<file path="src/rtl/bcd_demux_pkg.sv">
// Shared types, constants and width helper for the BCD demultiplexer.
// Optional feature macro used by this block: BCD_DEMUX_RANGE_CHECK_EN.
package bcd_demux_pkg;

    localparam int unsigned NIB_W   = 4;
    localparam int unsigned BCD_MAX = 9;

    typedef logic [NIB_W-1:0] bcd_nib_t;

    // Per-dwell decision state.
    typedef enum logic [1:0] {
        ST_WAIT  = 2'd0,
        ST_CHECK = 2'd1,
        ST_HELD  = 2'd2
    } bcd_state_e;

    // Bits needed to hold values 0..value-1 (at least one bit).
    function automatic int unsigned clogb2(input int unsigned value);
        int unsigned w;
        int unsigned span;
        w    = 1;
        span = 2;
        while (span < value) begin
            w    = w + 1;
            span = span << 1;
        end
        return w;
    endfunction

endpackage

</file>
<file path="src/rtl/bcd_demux_if.sv">
// Bus between a digit-multiplexed BCD source and the demultiplexer.
// The o_digit_err line exists only when BCD_DEMUX_RANGE_CHECK_EN is defined.
interface bcd_demux_if #(
    parameter int unsigned DISPLAYS_NUM = 4
);
    import bcd_demux_pkg::*;

    bcd_nib_t                        i_bcd_muxed;
    logic [DISPLAYS_NUM-1:0]         i_bcd_sel;
    logic [DISPLAYS_NUM*NIB_W-1:0]   o_bcd_data;
    logic                            o_frame_valid;
    logic                            o_sel_err;
    logic                            o_timeout;
`ifdef BCD_DEMUX_RANGE_CHECK_EN
    logic                            o_digit_err;

    modport master (
        output i_bcd_muxed, i_bcd_sel,
        input  o_bcd_data, o_frame_valid, o_sel_err, o_timeout, o_digit_err
    );
    modport slave (
        input  i_bcd_muxed, i_bcd_sel,
        output o_bcd_data, o_frame_valid, o_sel_err, o_timeout, o_digit_err
    );
`else
    modport master (
        output i_bcd_muxed, i_bcd_sel,
        input  o_bcd_data, o_frame_valid, o_sel_err, o_timeout
    );
    modport slave (
        input  i_bcd_muxed, i_bcd_sel,
        output o_bcd_data, o_frame_valid, o_sel_err, o_timeout
    );
`endif

endinterface

</file>
<file path="src/rtl/bcd_sel_stable.sv">
// Select-stability tracker: registers the select, counts how long it has
// been unchanged (saturating) and decodes it as one-hot.
module bcd_sel_stable
    import bcd_demux_pkg::*;
#(
    parameter int unsigned SEL_W         = 4,
    parameter int unsigned STABLE_CYCLES = 2
) (
    input  logic                        clk,
    input  logic                        rst,
    input  logic [SEL_W-1:0]            sel_in,
    output logic                        change_c,
    output logic                        ripe_c,
    output logic                        ripe_next_c,
    output logic                        onehot_c,
    output logic [clogb2(SEL_W)-1:0]    idx_c
);
    localparam int unsigned CNT_W = clogb2(STABLE_CYCLES + 1);
    localparam int unsigned IDX_W = clogb2(SEL_W);

    logic [SEL_W-1:0] sel_q, sel_d;
    logic [CNT_W-1:0] cnt_q, cnt_d;

    // Dwell age: restarts when a new select is registered, saturates at STABLE_CYCLES.
    always_comb begin
        sel_d       = sel_in;
        cnt_d       = cnt_q;
        change_c    = (sel_in != sel_q);
        if (change_c) begin
            cnt_d = '0;
        end else if (cnt_q != CNT_W'(STABLE_CYCLES)) begin
            cnt_d = cnt_q + CNT_W'(1);
        end
        ripe_c      = (cnt_q == CNT_W'(STABLE_CYCLES - 1));
        ripe_next_c = (cnt_d == CNT_W'(STABLE_CYCLES - 1));
        onehot_c    = $onehot(sel_q);
        idx_c       = '0;
        for (int unsigned k = 0; k < SEL_W; k++) begin
            if (sel_q[k]) begin
                idx_c = IDX_W'(k);
            end
        end
    end

    // Registered select and its age.
    always_ff @(posedge clk or posedge rst) begin
        if (rst) begin
            sel_q <= '0;
            cnt_q <= '0;
        end else begin
            sel_q <= sel_d;
            cnt_q <= cnt_d;
        end
    end

endmodule

</file>
<file path="src/rtl/bcd_demux.sv">
// BCD demultiplexer: rebuilds a DISPLAYS_NUM-digit word from a scanned
// nibble/select pair and publishes it atomically once every digit is seen.
// Optional: BCD_DEMUX_RANGE_CHECK_EN rejects nibbles above 9 via o_digit_err.
module bcd_demux
    import bcd_demux_pkg::*;
#(
    parameter int unsigned DISPLAYS_NUM   = 4,
    parameter int unsigned STABLE_CYCLES  = 2,
    parameter int unsigned TIMEOUT_CYCLES = 1024
) (
    input  logic        i_clk,
    input  logic        i_rst,
    bcd_demux_if.slave  bus
);
    localparam int unsigned IDX_W  = clogb2(DISPLAYS_NUM);
    localparam int unsigned TMO_W  = clogb2(TIMEOUT_CYCLES);
    localparam int unsigned DATA_W = DISPLAYS_NUM * NIB_W;

    logic                     sel_change_c, ripe_c, ripe_next_c, onehot_c;
    logic [IDX_W-1:0]         sel_idx_c;
    logic                     act_c, capture_c, nib_ok_c;

    bcd_nib_t                 r_nib_q, r_nib_d;
    bcd_state_e               state_q, state_d;
    bcd_nib_t                 slot_q [DISPLAYS_NUM];
    bcd_nib_t                 slot_d [DISPLAYS_NUM];
    logic [DISPLAYS_NUM-1:0]  seen_q, seen_d;
    logic [DATA_W-1:0]        data_q, data_d;
    logic                     frame_valid_q, frame_valid_d;
    logic                     sel_err_q, sel_err_d;
    logic                     timeout_q, timeout_d;
    logic [TMO_W-1:0]         tmo_cnt_q, tmo_cnt_d;
`ifdef BCD_DEMUX_RANGE_CHECK_EN
    logic                     digit_err_q, digit_err_d;
`endif

    bcd_sel_stable #(
        .SEL_W         (DISPLAYS_NUM),
        .STABLE_CYCLES (STABLE_CYCLES)
    ) u_sel_stable (
        .clk         (i_clk),
        .rst         (i_rst),
        .sel_in      (bus.i_bcd_sel),
        .change_c    (sel_change_c),
        .ripe_c      (ripe_c),
        .ripe_next_c (ripe_next_c),
        .onehot_c    (onehot_c),
        .idx_c       (sel_idx_c)
    );

    // Dwell FSM: one decision per dwell, restarted by any select change.
    always_comb begin
        state_d = state_q;
        act_c   = (state_q == ST_CHECK) || ((state_q == ST_WAIT) && ripe_c);
        if (sel_change_c) begin
            state_d = ripe_next_c ? ST_CHECK : ST_WAIT;
        end else begin
            case (state_q)
                ST_WAIT:  if (act_c) state_d = ST_HELD;
                          else if (ripe_next_c) state_d = ST_CHECK;
                ST_CHECK: state_d = ST_HELD;
                ST_HELD:  state_d = ST_HELD;
                default:  state_d = ST_WAIT;
            endcase
        end
    end

    // Capture, frame assembly and idle timeout; a capture beats a timeout.
    always_comb begin
        r_nib_d       = bus.i_bcd_muxed;
        slot_d        = slot_q;
        seen_d        = seen_q;
        data_d        = data_q;
        frame_valid_d = 1'b0;
        sel_err_d     = 1'b0;
        timeout_d     = timeout_q;
        tmo_cnt_d     = tmo_cnt_q;
        capture_c     = 1'b0;
`ifdef BCD_DEMUX_RANGE_CHECK_EN
        digit_err_d   = 1'b0;
        nib_ok_c      = (r_nib_q <= NIB_W'(BCD_MAX));
`else
        nib_ok_c      = 1'b1;
`endif
        if (act_c) begin
            if (!onehot_c) begin
                sel_err_d = 1'b1;
            end else if (!nib_ok_c) begin
`ifdef BCD_DEMUX_RANGE_CHECK_EN
                digit_err_d = 1'b1;
`endif
            end else begin
                capture_c         = 1'b1;
                slot_d[sel_idx_c] = r_nib_q;
                seen_d[sel_idx_c] = 1'b1;
            end
        end
        if (capture_c) begin
            tmo_cnt_d = '0;
            timeout_d = 1'b0;
            if (&seen_d) begin
                for (int unsigned k = 0; k < DISPLAYS_NUM; k++) begin
                    data_d[NIB_W*(DISPLAYS_NUM-1-k) +: NIB_W] = slot_d[k];
                end
                frame_valid_d = 1'b1;
                seen_d        = '0;
            end
        end else if (tmo_cnt_q == TMO_W'(TIMEOUT_CYCLES - 1)) begin
            timeout_d = 1'b1;
            seen_d    = '0;
        end else begin
            tmo_cnt_d = tmo_cnt_q + TMO_W'(1);
        end
    end

    // State and datapath registers.
    always_ff @(posedge i_clk or posedge i_rst) begin
        if (i_rst) begin
            r_nib_q       <= '0;
            state_q       <= ST_WAIT;
            for (int unsigned k = 0; k < DISPLAYS_NUM; k++) begin
                slot_q[k] <= '0;
            end
            seen_q        <= '0;
            data_q        <= '0;
            frame_valid_q <= 1'b0;
            sel_err_q     <= 1'b0;
            timeout_q     <= 1'b0;
            tmo_cnt_q     <= '0;
`ifdef BCD_DEMUX_RANGE_CHECK_EN
            digit_err_q   <= 1'b0;
`endif
        end else begin
            r_nib_q       <= r_nib_d;
            state_q       <= state_d;
            slot_q        <= slot_d;
            seen_q        <= seen_d;
            data_q        <= data_d;
            frame_valid_q <= frame_valid_d;
            sel_err_q     <= sel_err_d;
            timeout_q     <= timeout_d;
            tmo_cnt_q     <= tmo_cnt_d;
`ifdef BCD_DEMUX_RANGE_CHECK_EN
            digit_err_q   <= digit_err_d;
`endif
        end
    end

    assign bus.o_bcd_data    = data_q;
    assign bus.o_frame_valid = frame_valid_q;
    assign bus.o_sel_err     = sel_err_q;
    assign bus.o_timeout     = timeout_q;
`ifdef BCD_DEMUX_RANGE_CHECK_EN
    assign bus.o_digit_err   = digit_err_q;
`endif

endmodule

</file>
<file path="src/flat_wrapper.sv">
// flat-port wrapper written by rule: the top's interface ports become plain ports
module bcd_demux_flat import bcd_demux_pkg::*;
#(
    parameter int unsigned DISPLAYS_NUM   = 4,
    parameter int unsigned STABLE_CYCLES  = 2,
    parameter int unsigned TIMEOUT_CYCLES = 1024
)
  (i_clk, i_rst, bus_i_bcd_muxed, bus_i_bcd_sel, bus_o_bcd_data, bus_o_frame_valid, bus_o_sel_err, bus_o_timeout);
  bcd_demux_if #(.DISPLAYS_NUM(DISPLAYS_NUM)) bus_i ();
  input  logic i_clk;
  input  logic i_rst;
  input wire logic [$bits(bus_i.i_bcd_muxed)-1:0] bus_i_bcd_muxed;
  input wire logic [$bits(bus_i.i_bcd_sel)-1:0] bus_i_bcd_sel;
  output wire logic [$bits(bus_i.o_bcd_data)-1:0] bus_o_bcd_data;
  output wire logic [$bits(bus_i.o_frame_valid)-1:0] bus_o_frame_valid;
  output wire logic [$bits(bus_i.o_sel_err)-1:0] bus_o_sel_err;
  output wire logic [$bits(bus_i.o_timeout)-1:0] bus_o_timeout;
  assign bus_i.i_bcd_muxed = bus_i_bcd_muxed;
  assign bus_i.i_bcd_sel = bus_i_bcd_sel;
  assign bus_o_bcd_data = bus_i.o_bcd_data;
  assign bus_o_frame_valid = bus_i.o_frame_valid;
  assign bus_o_sel_err = bus_i.o_sel_err;
  assign bus_o_timeout = bus_i.o_timeout;
  bcd_demux #(.DISPLAYS_NUM(DISPLAYS_NUM), .STABLE_CYCLES(STABLE_CYCLES), .TIMEOUT_CYCLES(TIMEOUT_CYCLES)) u_core (.i_clk(i_clk), .i_rst(i_rst), .bus(bus_i));
endmodule
</file>
<file path="config.mk">
export PLATFORM = sky130hd
export DESIGN_NAME = bcd_demux_flat
export DESIGN_NICKNAME = d
export VERILOG_FILES = /design/src/rtl/bcd_demux_pkg.sv /design/src/rtl/bcd_demux_if.sv /design/src/rtl/bcd_sel_stable.sv /design/src/rtl/bcd_demux.sv /design/src/flat_wrapper.sv
export SDC_FILE = /design/constraint.sdc
export NUM_CORES = 1
export LEC_CHECK = 0
export BUFFER_PORTS_ARGS = -buffer_cell sky130_fd_sc_hd__buf_2
export CORE_MARGIN = 5
export CORE_UTILIZATION = 40
export CTS_BUF_LIST = sky130_fd_sc_hd__clkbuf_8
export DETAILED_ROUTE_END_ITERATION = 7
export SLEW_MARGIN = 20
export SYNTH_ARGS = -nofsm -noshare
export SYNTH_HDL_FRONTEND = slang
export SYNTH_SLANG_ARGS = --single-unit
</file>
<file path="constraint.sdc">
create_clock -name i_clk -period 3 [get_ports i_clk]
set_input_delay 0.3 -clock i_clk [delete_from_list [all_inputs] [get_ports i_clk]]
set_output_delay 0.3 -clock i_clk [all_outputs]
set_load 0.02 [all_outputs]
</file>
# Yosys cells after proc, flatten, opt, wreduce, memory -nomap -nowiden

Cells that the tools add are included.

Bits in registers: 61
Bits in latches: 0
RAM bits: 0
Bits in read-only memories: 0
Output and inout port bits: 19
Word-level logic and storage cells: 76
Memories kept: 0

$add $sub $neg: 5
$mul: 0
Divide/modulo/power cells: 0
$lt $le $gt $ge: 4
Eq/ne operators: 10
Shift operators: 0
Muxes and demuxes: 32
Bitwise operators: 2
Reductions and logical operators: 9

Operator list:

| operator                | count |
|---|---|
| $mux W16                | 2 |
| $mux W4                 | 6 |
| $mux W10                | 2 |
| $bwmux W16              | 1 |
| $mux W2                 | 7 |
| $mux W1                 | 11 |
| $add A10 B1 Y10 const B | 1 |
| $eq A10 B10 Y1 const B  | 1 |
| $demux W4 S2            | 1 |
| $eq A2 B1 Y1 const B    | 3 |
| $reduce_and A5 Y1       | 1 |
| $add A1 B1 Y2           | 2 |
| $ne A4 B1 Y1 const B    | 1 |
| $ne A4 B4 Y1            | 1 |
| $or A4 B4 Y4            | 1 |
| $pmux W2 S2             | 1 |
| $reduce_and A4 Y1       | 1 |
| $add A2 B2 Y3           | 1 |
| $eq A3 B1 Y1 const B    | 1 |
| $ge A3 B3 Y1 const B    | 1 |
| $logic_and A1 B1 Y1     | 3 |
| $lt A2 B3 Y1 const B    | 1 |
| $lt A3 B1 Y1 const B    | 1 |
| $not A2 Y3              | 1 |
| other kinds (10)        | 10 |

# Depth between registers and ports, before layout

Depth after elaboration: 13
Mapped depth: 12
Gate-level depth less buffers: 9

# Modules after synthesis

Synthesis repeated with hierarchy kept, for this count alone.

Cell total of the unflattened synthesis: 210
Area total of the unflattened synthesis: 2,687.6 µm²

By module, submodules not included:

| module         | instances | cells an instance | area an instance (µm²) | sequential area each (µm²) |
|---|---|---|---|---|
| bcd_demux      | 1         | 179               | 2,341.0                | 1,376.3 |
| bcd_sel_stable | 1         | 31                | 346.6                  | 150.1 |

# Least setup slack after synthesis

No wires, ideal clock.

Kind: register -> register
Start point: reg u_core.u_sel_stable.sel_q[3]
End point: reg u_core.data_q[0], in the netlist u_core.bus.o_bcd_data[0]
Arrival: 2,705 ps
Path slack: 170 ps
Stages on the path, launching flop included: 12
Path buffers: 2
Period minus slack after synthesis: 2,830 ps
Path through: dfrtp_1 -> buf_2 -> inv_1 -> fa_1 -> inv_1 -> ha_1 -> ha_1 -> nor3b_2 -> nand2_1 -> a211oi_4 -> buf_6 -> mux2_4

Cells in the longest elaborated chain, start to end: 9
Elaborated cells between the ends (all ways): 24

RTL lines:

| what                                                                    | RTL line                         | text |
|---|---|---|
| from (decl)                                                             | bcd_sel_stable.sv:21             | `logic [SEL_W-1:0] sel_q, sel_d;` |
| from (signal assigned)                                                  | bcd_sel_stable.sv:51             | `sel_q <= sel_d;` |
| $mux W2                                                                 | bcd_sel_stable.sv:39             | `if (sel_q[k]) begin` |
| $lt A2 B3 Y1 (not written as such), or another cell as far along        | bcd_demux.sv:95                  | `seen_d[sel_idx_c] = 1'b1;` |
| $logic_and A1 B1 Y1 (not written as such), or another cell as far along | bcd_demux.sv:95                  |  |
| $mux W1 (not written as such) or $logic_and A1 B1 Y1 (tied branches)    | bcd_demux.sv:95, bcd_demux.sv:94 |  |
| $demux W1 S2 or $mux W4 (tied branches)                                 | n/a                              |  |
| $or A4 B4 Y4 (no line) or $demux W4 S2 (tied branches)                  | n/a                              |  |
| $mux W4 or $bwmux W16 (tied branches)                                   | bcd_demux.sv:86, bcd_demux.sv:94 |  |
| $mux W4 or $mux W16 (tied branches)                                     | bcd_demux.sv:85, bcd_demux.sv:86 |  |
| $reduce_and A5 Y1 (no line) or $mux W16 (tied branches)                 | n/a                              |  |
| to (signal assigned)                                                    | bcd_demux.sv:138                 | `data_q <= data_d;` |
| to (decl)                                                               | bcd_demux.sv:28                  | `logic [DATA_W-1:0] data_q, data_d;` |

Parallel ways exist; a longest one is shown, timed or not.
A chain may end at the register's enable or synchronous reset.

# Worst setup path after layout

Start point: reg u_core.u_sel_stable.sel_q[0]
End point: reg u_core.data_q[8], in the netlist u_core.bus.o_bcd_data[8]

Cells in the longest elaborated chain, start to end: 6
Elaborated cells between the ends (all ways): 10

RTL lines:

| what                                  | RTL line             | text |
|---|---|---|
| $add A1 B1 Y2 (not written as such) * | bcd_sel_stable.sv:36 | `onehot_c = $onehot(sel_q);` |
| $add A2 B2 Y3 (not written as such) * | bcd_sel_stable.sv:36 |  |
| $eq A3 B1 Y1 *                        | bcd_sel_stable.sv:36 |  |
| $mux W4 or $mux W1 (tied branches)    | bcd_demux.sv:86      | `if (!onehot_c) begin` |
| $mux W4 or $mux W1 (tied branches)    | bcd_demux.sv:85      | `if (act_c) begin` |
| $reduce_and A5 Y1 (no line)           | n/a                  |  |

Mark *: on every way between the ends. The rest lies on a longest branch, timed or not.

==> impl_metrics.yaml <==
status:
  run_status: "finished, final reports clean"
clocking:
  clkLatencyLatePin_ps: 340
  clock_slew_at_the_register_clock_pins_of_the_worst_setup_and_hold_paths_ps: 80
  cts_sinks: 61
  cts.root.buffer_cell: "sky130_fd_sc_hd__clkbuf_8"
  post_cts_resized: 0
  number_of_buffers_created_by_cts: 9
  number_of_hold_buffers_added_after_cts: 0
  clock_tree.buffer_depth: 2
  tritoncts: "built"
  ctsHtreeMaxLevel: 3
  post-cts-setup-buffer-count: 0
setup_path:
  worst_setup_path_endpoint: "u_core.bus.o_bcd_data[8]"
  maximum_fanout_along_the_worst_path: 21
  ff2ff_path_depth: 10
  critical_setup_path_class: "reg2reg"
  setup.worst_path.end_class: "flop"
  worstPathCellList: "inv_1 -> fa_1 -> inv_1 -> ha_1 -> ha_1 -> nor3b_2 -> nand2_1 -> a211oi_4 -> buf_12 -> mux2_1"
  cpMaxStageDelayCell: "sky130_fd_sc_hd__fa_1"
  critical_path.reg2reg.startpoint: "u_core.u_sel_stable.sel_q[0]"
  critical_path.startpoint_type: "flop"
  critical_path_arrival_ps: 3030
  launch_point_of_the_critical_path: "u_core.u_sel_stable.sel_q[0]"
  reg2reg_slack_ps: 200
  category_of_cells_accounting_for_the_largest_share_of_critical_path_delay: "adder cells"
  worst_r2r_dst: "u_core.bus.o_bcd_data[8]"
  required_ps: 3230
  max_stage_delay_ps: 530
  critical_path_buf_inv_count: 3
  cp_num_cells: 10
sta:
  tns_ps: 0
  rsz0062_at_grt: "no"
  hold_violations: 0
  finalSetupViolations: 0
  tightestPinTransition_ps: 825
  max_freq_mhz: 357
  max_slew_margin_pct: 45.0
  timing.final.max_slew_violations: 0
  finalCriticalPeriod_ps: 2800
  finClkSkew_ps: 9.82
  layout_worst_path_cycle_share_pct: 93.3
layout:
  multi_input_comb_area_sq_um: 1190
  regArea_sq_um: 1530
  fraction_of_layout_instances_using_a_drive_strength_above_1_pct: 36.8
  num_antenna_cells: 0
  postLayoutCoreUtil_pct: 48.2
  layout.filler_cells: 654
  final_net_count: 275
  flow.area_growth_from_synthesis_pct: 17.3
  final_design_area_no_fill_sq_um: 3290
global_route:
  grt_first_pass_wirelength_um: 8420
  first_global_vias: 1746
  pin_count_of_the_biggest_net_entering_global_routing: 49
  global_route.overflow_total: 0
  grt_usage_pct: 12.5
  number_of_antenna_violations_at_the_first_check_in_global_routing: 0
logic_synthesis:
  complex_gate_fraction_of_the_synthesized_area_pct: 6.50
  synth_area_sq_um: 2810
  synth_area_leader_cell: "sky130_fd_sc_hd__dfrtp_1"
  post_synth_fa_ha_maj_area_fraction_pct: 4.28
  yosys-top-cells-count: "sky130_fd_sc_hd__dfrtp_1 (61), sky130_fd_sc_hd__mux2_2 (28), sky130_fd_sc_hd__nor2_1 (13), sky130_fd_sc_hd__inv_1 (11), sky130_fd_sc_hd__mux2_4 (10)"
  syn-instance-count: 218
  yosys-top-cells-area: "sky130_fd_sc_hd__dfrtp_1 (54%), sky130_fd_sc_hd__mux2_2 (11%), sky130_fd_sc_hd__mux2_4 (5.3%)"
  muxShareOfSynthArea_pct: 19.3
  synth_largest_type_area_fraction_pct: 54.3
  ys.flop_type: "sky130_fd_sc_hd__dfrtp_1"
  synth_edf_count: 0
  synth-async-reset-ratio_pct: 100
  post-synth-top-count-cell: "sky130_fd_sc_hd__dfrtp_1"
  synth.yosys.warnings: 0
  synthXorXnorAreaFrac_pct: 2.49
  synth-seq-area-share_pct: 54.3
  synth-seq-cells: 61
  post_synth_and_or_nand_nor_area_fraction_pct: 9.80
  syn-num-nets: 237
  synth_cell_type_count: 43
  syn_area_per_cell_sq_um: 12.9
  synth_top_family_by_area: "multiplexers"
routing:
  drc: 0
  detail_route.wirelength_um: 4830
  detail_routed_via_count_per_cell: 4.80
  wire_per_inst_um: 13.5
  detail-route-antenna-nets: 0
  num_vias: 1712
  drt_iter0_markers: 69
  drt-pass1-iter-count: 4
floorplan:
  design.die.area_sq_um: 8800
  floorplan.die.height_um: 93.8
  boundaryPins: 29
  die_width_um: 93.8
  count_of_standard_cell_rows: 30
  initial_core_util_pct: 41.1
  placeableCoreArea_sq_um: 6830
placement:
  globalplace.congestion: 0.771
  dpl.hpwl_um: 3320
  io_buffer_count: 28
  detailed_place.area_sq_um: 3080
power:
  p_per_area_nw_per_um2: 648
  vdd_ir_drop_max_uv: 415
  total_leakage_power_nw: 1.62
run:
  maxCapViolCount: 0
worst_hold_path:
  min-delay-path-class: "in2reg"
## cells in the final DEF, fill, tap and decap left out, types with 3 or more instances in the layout
| cell | synthesis | routed |
|---|---|---|
| sky130_fd_sc_hd__nor2_1 | 13 | 13 |
| sky130_fd_sc_hd__nand3_1 | 5 | 5 |
| sky130_fd_sc_hd__xnor2_1 | 5 | 5 |
| sky130_fd_sc_hd__buf_4 | 1 | 6 |
| sky130_fd_sc_hd__mux2_2 | 28 | 28 |
| sky130_fd_sc_hd__dfrtp_1 | 61 | 61 |
| sky130_fd_sc_hd__o21ai_0 | 6 | 6 |
| sky130_fd_sc_hd__xor2_1 | 3 | 3 |
| sky130_fd_sc_hd__buf_2 | 1 | 28 |
| sky130_fd_sc_hd__and3_1 | 3 | 3 |
| sky130_fd_sc_hd__and2_1 | 3 | 3 |
| sky130_fd_sc_hd__clkbuf_8 | 0 | 10 |
| sky130_fd_sc_hd__a21oi_1 | 7 | 7 |
| sky130_fd_sc_hd__mux2_4 | 10 | 10 |
| sky130_fd_sc_hd__ha_1 | 8 | 8 |
| sky130_fd_sc_hd__mux2_1 | 6 | 6 |
| sky130_fd_sc_hd__inv_1 | 11 | 10 |
| sky130_fd_sc_hd__nand2_1 | 9 | 9 |
| sky130_fd_sc_hd__nor3_1 | 3 | 3 |
## worst min path at each step
stage / startpoint / end / slack (ps) / cells past startpoint
floorplan: bus_i_bcd_muxed[0] / u_core.r_nib_q[0] / 330 / 0
detailed placement: bus_i_bcd_muxed[0] / u_core.r_nib_q[0] / 410 / 1
CTS: bus_i_bcd_muxed[2] / u_core.r_nib_q[2] / 40 / 1
global route: bus_i_bcd_muxed[0] / u_core.r_nib_q[0] / 30 / 1
finish: bus_i_bcd_muxed[0] / u_core.r_nib_q[0] / 60 / 1
global placement: bus_i_bcd_muxed[2] / u_core.r_nib_q[2] / 410 / 1
## routing by layer
metal	up-vias	global-route usage, %	part of all wire [%]
met4	0	3.97	1.4
met5	-	0	0
met1	844	16.2	47
met3	7	5.29	4.2
met2	31	19.0	47
li1	830	-	-
## sequential cells by signal, indices dropped and copies added, names as in the netlist
name and count:
u_core.state_q 2, u_core.bus.o_frame_valid 1, u_core.tmo_cnt_q 10, u_core.r_nib_q 4, u_core.u_sel_stable.cnt_q 2, u_core.slot_q 16, u_core.seen_q 4, u_core.bus.o_bcd_data 16
u_core.bus.o_timeout 1, u_core.u_sel_stable.sel_q 4, u_core.bus.o_sel_err 1
## cell type report
type	instances	area share, %
clock buffer	10	4.18
multi-input combinational	138	36.2
inverter	11	1.29
sequential	61	46.3
clock inverter	6	2.16
tap	96	3.65
timing repair buffer	35	6.23
## stage by stage
step,setup WS [ps],hold WS (ps),std cells,power (mW)
3_3_place_gp,264,409,341,1.39
2_1_floorplan,170,331,218,1.31
4_1_cts,168,39.2,357,2.17
5_1_grt,50.6,31.6,357,2.26
6_report,202,55.4,357,2.13
3_5_place_dp,191,409,341,1.40
## logic make-up after synthesis
logic type                 after synthesis
and+or+nand+nor                         49
adders and majority gates                9
DFF                                     61
AOI/OAI and AO/OA                       27
xor gates and xnor gates                 8
buffers and inverters                   19
muxes                                   45
## power by group
group / switching (mW) / internal (mW) / total, mW
clock: 0.342 / 0.411 / 0.753
combinational: 0.171 / 0.175 / 0.346
sequential: 0.0871 / 0.949 / 1.04
## worst register-to-register path: stages (launching register included)
cell                       delay [ps]
sky130_fd_sc_hd__dfrtp_1          360
sky130_fd_sc_hd__inv_1             70
sky130_fd_sc_hd__fa_1             530
sky130_fd_sc_hd__inv_1             50
sky130_fd_sc_hd__ha_1             180
sky130_fd_sc_hd__ha_1             280
sky130_fd_sc_hd__nor3b_2          210
sky130_fd_sc_hd__nand2_1          170
sky130_fd_sc_hd__a211oi_4         280
sky130_fd_sc_hd__buf_12           220
sky130_fd_sc_hd__mux2_1           350
(Power assumes the default switching activity.)
